File: config.mk
export PLATFORM = sky130hd
export DESIGN_NAME = control_unit
export DESIGN_NICKNAME = d
export VERILOG_FILES = /design/src/rtl/control_unit_pkg.sv /design/src/rtl/control_unit.sv
export SDC_FILE = /design/constraint.sdc
export NUM_CORES = 1
export LEC_CHECK = 0
export CAP_MARGIN = 10
export CORE_UTILIZATION = 30
export CTS_CLUSTER_SIZE = 10
export DETAILED_ROUTE_END_ITERATION = 7
export PLACE_DENSITY = 0.71
export SKIP_LAST_GASP = 1
export SLEW_MARGIN = 10
export SYNTH_ARGS = -nofsm -noshare
export SYNTH_HDL_FRONTEND = slang
export SYNTH_SLANG_ARGS = --single-unit
File: constraint.sdc
create_clock -name CLK -period 1.9 [get_ports CLK]
set_input_delay 0.38 -clock CLK [delete_from_list [all_inputs] [get_ports CLK]]
set_output_delay 0.38 -clock CLK [all_outputs]
set_load 0.1 [all_outputs]
File: src/rtl/control_unit_pkg.sv
// Shared encodings for the YASAC control unit: FSM states, opcode map and ALU codes.
package control_unit_pkg;

  typedef enum logic [2:0] {
    S_RESET = 3'd0,
    S_FETCH = 3'd1,
    S_EXEC  = 3'd2,
    S_MEM   = 3'd3,
    S_STK1  = 3'd4,
    S_STK2  = 3'd5,
    S_HALT  = 3'd6
  } state_t;

  localparam logic [4:0] OP_NOP  = 5'b00000;
  localparam logic [4:0] OP_HALT = 5'b00001;
  localparam logic [4:0] OP_LD   = 5'b00010;
  localparam logic [4:0] OP_ST   = 5'b00011;
  localparam logic [4:0] OP_JMP  = 5'b00100;
  localparam logic [4:0] OP_BRS  = 5'b00101;
  localparam logic [4:0] OP_CALL = 5'b00110;
  localparam logic [4:0] OP_RET  = 5'b00111;

  // Class prefixes: OPCODE[4] for register ALU ops, OPCODE[4:3] for immediate ALU ops
  localparam logic       OP_ALU_REG = 1'b1;
  localparam logic [1:0] OP_ALU_IMM = 2'b01;

  localparam logic [3:0] ALU_PASS_B = 4'h0;
  localparam logic [3:0] ALU_PASS_A = 4'h1;

endpackage

File: src/rtl/control_unit.sv
// Multi-cycle fetch/execute controller driving every data_unit strobe.
module control_unit
  import control_unit_pkg::*;
(
  input  logic       CLK,
  input  logic       RESET_N,
  input  logic [4:0] OPCODE,
  input  logic [7:0] STATUS,
  input  logic [2:0] STATUS_SEL,
  output logic [3:0] ALU_OPERATION,
  output logic       INC_PROGCOUNT,
  output logic       CLR_PROGCOUNT,
  output logic       WRITE_PROGCOUNT,
  output logic       READ_PROGCOUNT,
  output logic       WRITE_INSTREG,
  output logic       WRITE_REGS,
  output logic       USE_IMMEDIATE,
  output logic       WRITE_MEM,
  output logic       READ_MEM,
  output logic       WRITE_MEMADDR,
  output logic       WRITE_STATREG,
  output logic       CLR_STATBIT,
  output logic       SET_STATBIT,
  output logic       PRESET_STACKPTR,
  output logic       INC_STACKPTR,
  output logic       DEC_STACKPTR,
  output logic       READ_STACKPTR,
  output logic       HALTED
);

  state_t state, state_next;
  logic   is_call;
  logic   branch_taken;

  assign is_call      = (OPCODE == OP_CALL);
  assign branch_taken = STATUS[STATUS_SEL];

  always_ff @(posedge CLK or negedge RESET_N) begin
    if (!RESET_N) state <= S_RESET;
    else          state <= state_next;
  end

  always_comb begin
    state_next      = state;
    ALU_OPERATION   = ALU_PASS_B;
    INC_PROGCOUNT   = 1'b0;
    CLR_PROGCOUNT   = 1'b0;
    WRITE_PROGCOUNT = 1'b0;
    READ_PROGCOUNT  = 1'b0;
    WRITE_INSTREG   = 1'b0;
    WRITE_REGS      = 1'b0;
    USE_IMMEDIATE   = 1'b0;
    WRITE_MEM       = 1'b0;
    READ_MEM        = 1'b0;
    WRITE_MEMADDR   = 1'b0;
    WRITE_STATREG   = 1'b0;
    CLR_STATBIT     = 1'b0;
    SET_STATBIT     = 1'b0;
    PRESET_STACKPTR = 1'b0;
    INC_STACKPTR    = 1'b0;
    DEC_STACKPTR    = 1'b0;
    READ_STACKPTR   = 1'b0;
    HALTED          = 1'b0;

    case (state)
      S_RESET: begin
        CLR_PROGCOUNT   = 1'b1;
        PRESET_STACKPTR = 1'b1;
        state_next      = S_FETCH;
      end
      S_FETCH: begin
        WRITE_INSTREG = 1'b1;
        INC_PROGCOUNT = 1'b1;
        state_next    = S_EXEC;
      end
      S_EXEC: begin
        state_next = S_FETCH;
        if (OPCODE[4] == OP_ALU_REG) begin
          ALU_OPERATION = OPCODE[3:0];
          WRITE_REGS    = 1'b1;
          WRITE_STATREG = 1'b1;
        end else if (OPCODE[4:3] == OP_ALU_IMM) begin
          ALU_OPERATION = {1'b0, OPCODE[2:0]};
          USE_IMMEDIATE = 1'b1;
          WRITE_REGS    = 1'b1;
          WRITE_STATREG = 1'b1;
        end else begin
          case (OPCODE)
            OP_HALT: state_next = S_HALT;
            OP_LD, OP_ST: begin
              USE_IMMEDIATE = 1'b1;
              WRITE_MEMADDR = 1'b1;
              state_next    = S_MEM;
            end
            OP_JMP: begin
              USE_IMMEDIATE   = 1'b1;
              WRITE_PROGCOUNT = 1'b1;
            end
            OP_BRS: begin
              USE_IMMEDIATE   = branch_taken;
              WRITE_PROGCOUNT = branch_taken;
            end
            OP_CALL: begin
              READ_STACKPTR = 1'b1;
              WRITE_MEMADDR = 1'b1;
              state_next    = S_STK1;
            end
            OP_RET: begin
              INC_STACKPTR = 1'b1;
              state_next   = S_STK1;
            end
            default: state_next = S_FETCH;
          endcase
        end
      end
      S_MEM: begin
        // OPCODE[0] separates ST (1) from LD (0); only those two reach this state
        if (OPCODE[0]) begin
          ALU_OPERATION = ALU_PASS_A;
          WRITE_MEM     = 1'b1;
        end else begin
          READ_MEM   = 1'b1;
          WRITE_REGS = 1'b1;
        end
        state_next = S_FETCH;
      end
      S_STK1: begin
        if (is_call) begin
          READ_PROGCOUNT = 1'b1;
          WRITE_MEM      = 1'b1;
          DEC_STACKPTR   = 1'b1;
        end else begin
          READ_STACKPTR = 1'b1;
          WRITE_MEMADDR = 1'b1;
        end
        state_next = S_STK2;
      end
      S_STK2: begin
        if (is_call) USE_IMMEDIATE = 1'b1;
        else         READ_MEM      = 1'b1;
        WRITE_PROGCOUNT = 1'b1;
        state_next      = S_FETCH;
      end
      S_HALT: begin
        HALTED     = 1'b1;
        state_next = S_HALT;
      end
      default: state_next = S_RESET;
    endcase
  end

endmodule

==> results.json, run 1 <==
{
  "outcome": "finished with violations",
  "violations": "negative setup slack",
  "finish.net_count": 151,
  "critPathRequiredTime_ns": 1.52,
  "dp_hpwl_mm": 1.70,
  "h-tree-depth": 1,
  "cts_buffers": 3,
  "clkTransAtPathRegs_ns": 0.04,
  "pwr-share-comb_pct": 87.8,
  "syn_to_final_growth_pct": 164,
  "clkPwrFrac_pct": 6.0,
  "fin_util_pct": 85.6,
  "clock-skew-final_ns": 0.00754,
  "regMostFlops": "state",
  "drc": 0,
  "grt_use_total_pct": 23.8,
  "first_iter_violations": 18,
  "wl_mm": 2.31,
  "clk_latency_ns": 0.24,
  "max_freq_mhz": 509,
  "synth_top_area_cell": "dfrtp_1",
  "reg.largest.list": "state (3)",
  "io_pins": 40,
  "firstDrtPassIters": 4,
  "seq_area_frac_synth_pct": 13.2,
  "multi_input_comb_area_um2": 601,
  "largest_reg_flops": 3,
  "power_w": 0.00191,
  "die_area_mm2": 0.00207,
  "cts_tree": "built",
  "postSynthAreaPerCell_um2": 7.36,
  "wire_per_inst_um": 14.7,
  "cts_buffer_depth": 2,
  "root_buffer": "clkbuf_4",
  "die_x_um": 45.5,
  "fin_ws_ns": -0.0664,
  "vias": 774,
  "start_util_pct": 32.5,
  "core_area_mm2": 0.00175,
  "async_flop_share_pct": 100,
  "grt_start_max_net_pins": 8,
  "finalSetupViolations": 5,
  "seqPwrFrac_pct": 6.2,
  "numClockSinks": 3,
  "via_per_inst": 4.93,
  "dpl_cell_area_mm2": 0.00139,
  "ys_warn_count": 0,
  "grt_overflow": 0,
  "endpoint_kind": "output pin",
  "io_buffer_count": 37,
  "place_congestion": 0.835,
  "rsz0062_at_grt": "true",
  "finalMaxSlewViolations": 0,
  "netlist_area_um2": 567,
  "cp_max_fo": 6,
  "grt_pass1_vias": 784,
  "die_y_um": 45.5,
  "synth.area.top_cells": "dfrtp_1 13%, mux2i_1 7.1%, buf_4 6.6%, and3_1 5.5%, nor3_1 4.4%",
  "cellLeakagePower_nw": 0.659,
  "power_density_mw_per_mm2": 1280,
  "synth_top_area_share_pct": 13.2,
  "final_area_mm2": 0.00149,
  "fin_crit_sh_pct": 103,
  "hold_viol_final": 0,
  "rows": 15,
  "fillers": 90,
  "grt_pass1_wl_mm": 3.46,
  "ir_drop_mv": 1.06,
  "drive_gt1_share_pct": 67.4,
  "maxCapViolCount": 0,
  "synth_cells": 77,
  "cp.arrival_ns": 1.59,
  "ant_nets": 0,
  "hold_class": "input pin to asynchronous set/reset pin",
  "criticalPathCategory": "register to output pin",
  "synthTopCellsByCount": "5 x and3_1, 5 x buf_4, 5 x inv_1, 5 x nand2_1, 5 x nor3_1",
  "synth_flop_cell": "dfrtp_1",
  "start_kind": "register",
  "min_period_ns": 1.97,
  "synth.distinct_cells": 37,
  "ys_ff_latch": 3,
  "intPower_w": 0.000808,
  "power_switching_w": 0.00110,
  "antenna_found_initial": 0,
  "synth_edf_count": 0,
  "n_antenna_cell": 0,
  "seqCellArea_um2": 77.6,
  "netSwitchingFraction_pct": 57.7
}
## layout make-up
class | count | share of cell area [%]
timing repair buffer | 62 | 49.5
multi-input combinational | 58 | 40.2
sequential | 3 | 5.19
tap | 25 | 2.09
clock buffer | 4 | 1.76
inverter | 5 | 1.26
## final timing paths
check | startpoint | cells past startpoint | slack [ns] | to
worst max-delay path | state[2]$_DFF_PN0_ | 6 | -0.07 | WRITE_MEMADDR
worst min-delay path | RESET_N | 1 | 0.32 | state[2]$_DFF_PN0_
worst max register to register | state[0]$_DFF_PN0_ | 5 | 0.48 | state[0]$_DFF_PN0_
worst min register to register | state[2]$_DFF_PN0_ | 3 | 0.76 | state[1]$_DFF_PN0_
max in group asynchronous | RESET_N | 1 | 1.44 | state[1]$_DFF_PN0_
min in group CLK | OPCODE[2] | 4 | 0.72 | state[1]$_DFF_PN0_
## through the flow
| step | instances | hold slack (ns) | setup slack (ns) | TNS, ns |
|---|---|---|---|---|
| finish | 157 | 0.315 | -0.0664 | -0.250 |
| global route | 157 | 0.311 | -0.111 | -0.635 |
| CTS | 155 | 0.309 | -0.0518 | -0.0909 |
| detailed placement | 148 | 0.569 | -0.593 | -3.41 |
| global placement | 148 | 0.566 | -0.559 | -2.97 |
| floorplan | 78 | 0.0844 | -0.445 | -2.52 |
## power by group through the flow
stage | Clock, W | Combinational (W) | Sequential, W
2_1_floorplan | 0 | 0.00105 | 0.0000925
3_3_place_gp | 0 | 0.00153 | 0.000106
3_5_place_dp | 0 | 0.00154 | 0.000108
4_1_cts | 0.000120 | 0.00159 | 0.000118
5_1_grt | 0.000125 | 0.00173 | 0.000122
6_report | 0.000115 | 0.00168 | 0.000118
## logic make-up after synthesis
| logic type | synth area share (%) |
|---|---|
| compound gates | 18.8 |
| xor+xnor | 1.55 |
| buf+inv | 18.1 |
| flops | 13.2 |
| mux | 11.0 |
| other cells | 0.662 |
| simple gates | 36.6 |
## layer usage
| layer | part of all wire [%] | GRT usage (%) |
|---|---|---|
| met5 | 0 | 0 |
| met2 | 55 | 44.6 |
| met3 | 2.3 | 2.38 |
| met4 | 2.7 | 10.9 |
| met1 | 40 | 26.5 |
## placed cells by master (no fill, tap or decap), types with 2 or more instances in the layout
master           Yosys  final
dlygate4sd2_1        0      2
inv_1                5      4
a21oi_4              0      4
conb_1               1      2
nand2b_4             0      2
nor2b_1              3      2
buf_6                2      3
clkbuf_4             0      3
dfrtp_2              0      2
buf_12               0     21
nand2_1              5      4
buf_2                4      7
nor3_4               0      4
buf_4                5     21
clkbuf_2             0      2
and3_4               0      4
nor2_1               4      2
clkdlybuf4s15_1      0      4
nor2_4               0      2
mux2i_1              4      4
## worst max-delay path, cell delays in order (launching register included)
cell	delay [ns]
dfrtp_2	0.44
buf_6	0.13
nor2b_1	0.15
o21ai_0	0.10
buf_4	0.18
a21oi_4	0.17
buf_12	0.19
## repair_timing
item / in CTS / in global routing
setup buffers: 3 / 3
endpoints found under the setup margin: 15 / 15
hold buffers: 0 / 0
gates resized for setup: 55 / 10
pin swaps: 9 / 8
(Power assumes the default switching activity.)
==> run 2: changes to the inputs <==
--- a/config.mk
+++ b/config.mk
@@ -5,6 +5,7 @@
 export SDC_FILE = /design/constraint.sdc
 export NUM_CORES = 1
 export LEC_CHECK = 0
+export ABC_CLOCK_PERIOD_IN_PS = 1900
 export CAP_MARGIN = 10
 export CORE_UTILIZATION = 30
 export CTS_CLUSTER_SIZE = 10
==> results of run 2 <==
Final layout, timing and power as in run 1 (identical DEF).
==> run 3: changes to the inputs <==
--- a/config.mk
+++ b/config.mk
@@ -10,6 +10,7 @@
 export CORE_UTILIZATION = 30
 export CTS_CLUSTER_SIZE = 10
 export DETAILED_ROUTE_END_ITERATION = 7
+export MAX_ROUTING_LAYER = met4
 export PLACE_DENSITY = 0.71
 export SKIP_LAST_GASP = 1
 export SLEW_MARGIN = 10
==> run 3 against run 2 <==
  * The flow still finishes with violations (negative setup slack)
  * Die area unchanged
  * Critical path type is now input pin to output pin
  * Global-route usage up 0.62 points
  * Clock skew about the same
  * First-iteration DRC count down 22%
==> results.json, run 3 (same netlist as run 1, synthesis figures left out) <==
{
  "clock-skew-final_ns": 0.00754,
  "fin_ws_ns": -0.0652,
  "dp_slack_ns": -0.593,
  "cts_buffers": 3,
  "core_area_mm2": 0.00175,
  "ant_nets": 0,
  "criticalPathCategory": "input pin to output pin",
  "die_x_um": 45.5,
  "grt_use_total_pct": 24.5,
  "finish.net_count": 151,
  "antenna_found_initial": 0,
  "max_stage_delay_ns": 0.54,
  "dp_hpwl_mm": 1.70,
  "seqCellArea_um2": 77.6,
  "cts_tree": "built",
  "endpoint_kind": "output pin",
  "start_util_pct": 32.5,
  "cp.arrival_ns": 1.59,
  "hold_viol_final": 0,
  "io_buffer_count": 37,
  "drive_gt1_share_pct": 67.4,
  "reg.largest.list": "state (3)",
  "die_area_mm2": 0.00207,
  "critPathRequiredTime_ns": 1.52,
  "crit_start": "STATUS[4]",
  "grt_pass1_wl_mm": 3.44,
  "reg2reg_depth": 5,
  "r2r_start": "state[0]$_DFF_PN0_",
  "cts_buffer_depth": 2,
  "regMostFlops": "state",
  "first_iter_violations": 14,
  "violations": "negative setup slack",
  "grt_pass1_vias": 788,
  "path_cells": "clkdlybuf4s15_1 -> mux2i_1 -> mux4_2 -> a32oi_4 -> buf_12",
  "h-tree-depth": 1,
  "rows": 15,
  "rsz0062_at_grt": "true",
  "cellLeakagePower_nw": 0.659,
  "clk_latency_ns": 0.24,
  "place_congestion": 0.848,
  "largest_reg_flops": 3,
  "syn_to_final_growth_pct": 164,
  "vias": 783,
  "fin_util_pct": 85.6,
  "slowest_stage": "mux4_2",
  "max_freq_mhz": 509,
  "wl_mm": 2.31,
  "crit_family": "multiplexers",
  "finalMaxSlewViolations": 0,
  "r2r_setup_slack_ns": 0.50,
  "path_buf_inv": 2,
  "io_pins": 40,
  "critPathCapture": "USE_IMMEDIATE",
  "clkTransAtPathRegs_ns": 0.04,
  "outcome": "finished with violations",
  "grt_overflow": 0,
  "fin_crit_sh_pct": 103,
  "fillers": 90,
  "via_per_inst": 4.99,
  "layout_common_cells": "21 x buf_4, 21 x buf_12, 7 x buf_2",
  "cp_max_fo": 2,
  "finalSetupViolations": 5,
  "root_buffer": "clkbuf_4",
  "cp.depth": 5,
  "wire_per_inst_um": 14.7,
  "power_density_mw_per_mm2": 1280,
  "firstDrtPassIters": 4,
  "hold_class": "input pin to asynchronous set/reset pin",
  "rr_endpoint": "state[0]$_DFF_PN0_",
  "n_antenna_cell": 0,
  "multi_input_comb_area_um2": 601,
  "start_kind": "input pin",
  "ir_drop_mv": 1.06,
  "maxCapViolCount": 0,
  "die_y_um": 45.5,
  "grt_start_max_net_pins": 8,
  "numClockSinks": 3,
  "drc": 0,
  "min_period_ns": 1.97
}
-- run 3: cell counts in the layout (fill, tap and decap cells not counted) --
Identical to the previous run, type by type.
-- run 3: routing by layer --
layer | track usage (%) | routed length, um | part of all wire (%) | vias to the layer above
li1 | - | - | - | 383
met1 | 25.8 | 908 | 39 | 363
met2 | 45.1 | 1270 | 55 | 31
met3 | 2.38 | 60 | 2.6 | 6
met4 | 10.9 | 63 | 2.7 | 0
met5 | - | 0 | 0 | -
-- run 3: layout make-up --
type,count,area share [%]
sequential,3,5.19
timing repair buffer,62,49.5
multi-input combinational,58,40.2
clock buffer,4,1.76
tap,25,2.09
inverter,5,1.26
-- run 3: how the worst min path moves through the flow --
stage	from	to	slack [ns]	cells past startpoint
after floorplan	RESET_N	state[0]$_DFF_PN0_	0.08	0
after global placement	RESET_N	state[0]$_DFF_PN0_	0.57	1
after detailed placement	RESET_N	state[0]$_DFF_PN0_	0.57	1
after CTS	RESET_N	state[2]$_DFF_PN0_	0.31	1
after global routing	RESET_N	state[2]$_DFF_PN0_	0.31	1
final	RESET_N	state[2]$_DFF_PN0_	0.31	1
-- run 3: repair_timing --
action | in CTS | in global routing
setup buffers | 3 | 3
setup endpoints to repair | 15 | 15
pin swaps | 9 | 8
resized for setup | 55 | 10
hold buffers | 0 | 0
-- run 3: worst register-to-register path: cells and delay by family, from the launching register on --
kind	cells	cell delay (ns)
DFF	1	0.43
buffers and inverters	2	0.39
and+or+nand+nor	1	0.20
AOI/OAI and AO/OA	2	0.25
-- run 3: where the power goes --
group / internal [W] / leakage, nW / switching [W] / total [W]
clock: 0.0000789 / 0.0150 / 0.0000365 / 0.000115
sequential: 0.0000832 / 0.0352 / 0.0000352 / 0.000118
combinational: 0.000646 / 0.609 / 0.00103 / 0.00168
total: 0.000808 / 0.659 / 0.00110 / 0.00191
-- run 3: stage by stage --
stage	cell area (um^2)	hold slack (ns)	power [W]	setup TNS, ns	std cells
2_1_floorplan	772	0.0844	0.00114	-2.52	78
3_3_place_gp	1390	0.566	0.00163	-2.97	148
3_5_place_dp	1390	0.569	0.00165	-3.41	148
4_1_cts	1450	0.309	0.00182	-0.0909	155
5_1_grt	1490	0.311	0.00197	-0.635	157
6_report	1490	0.314	0.00191	-0.244	157
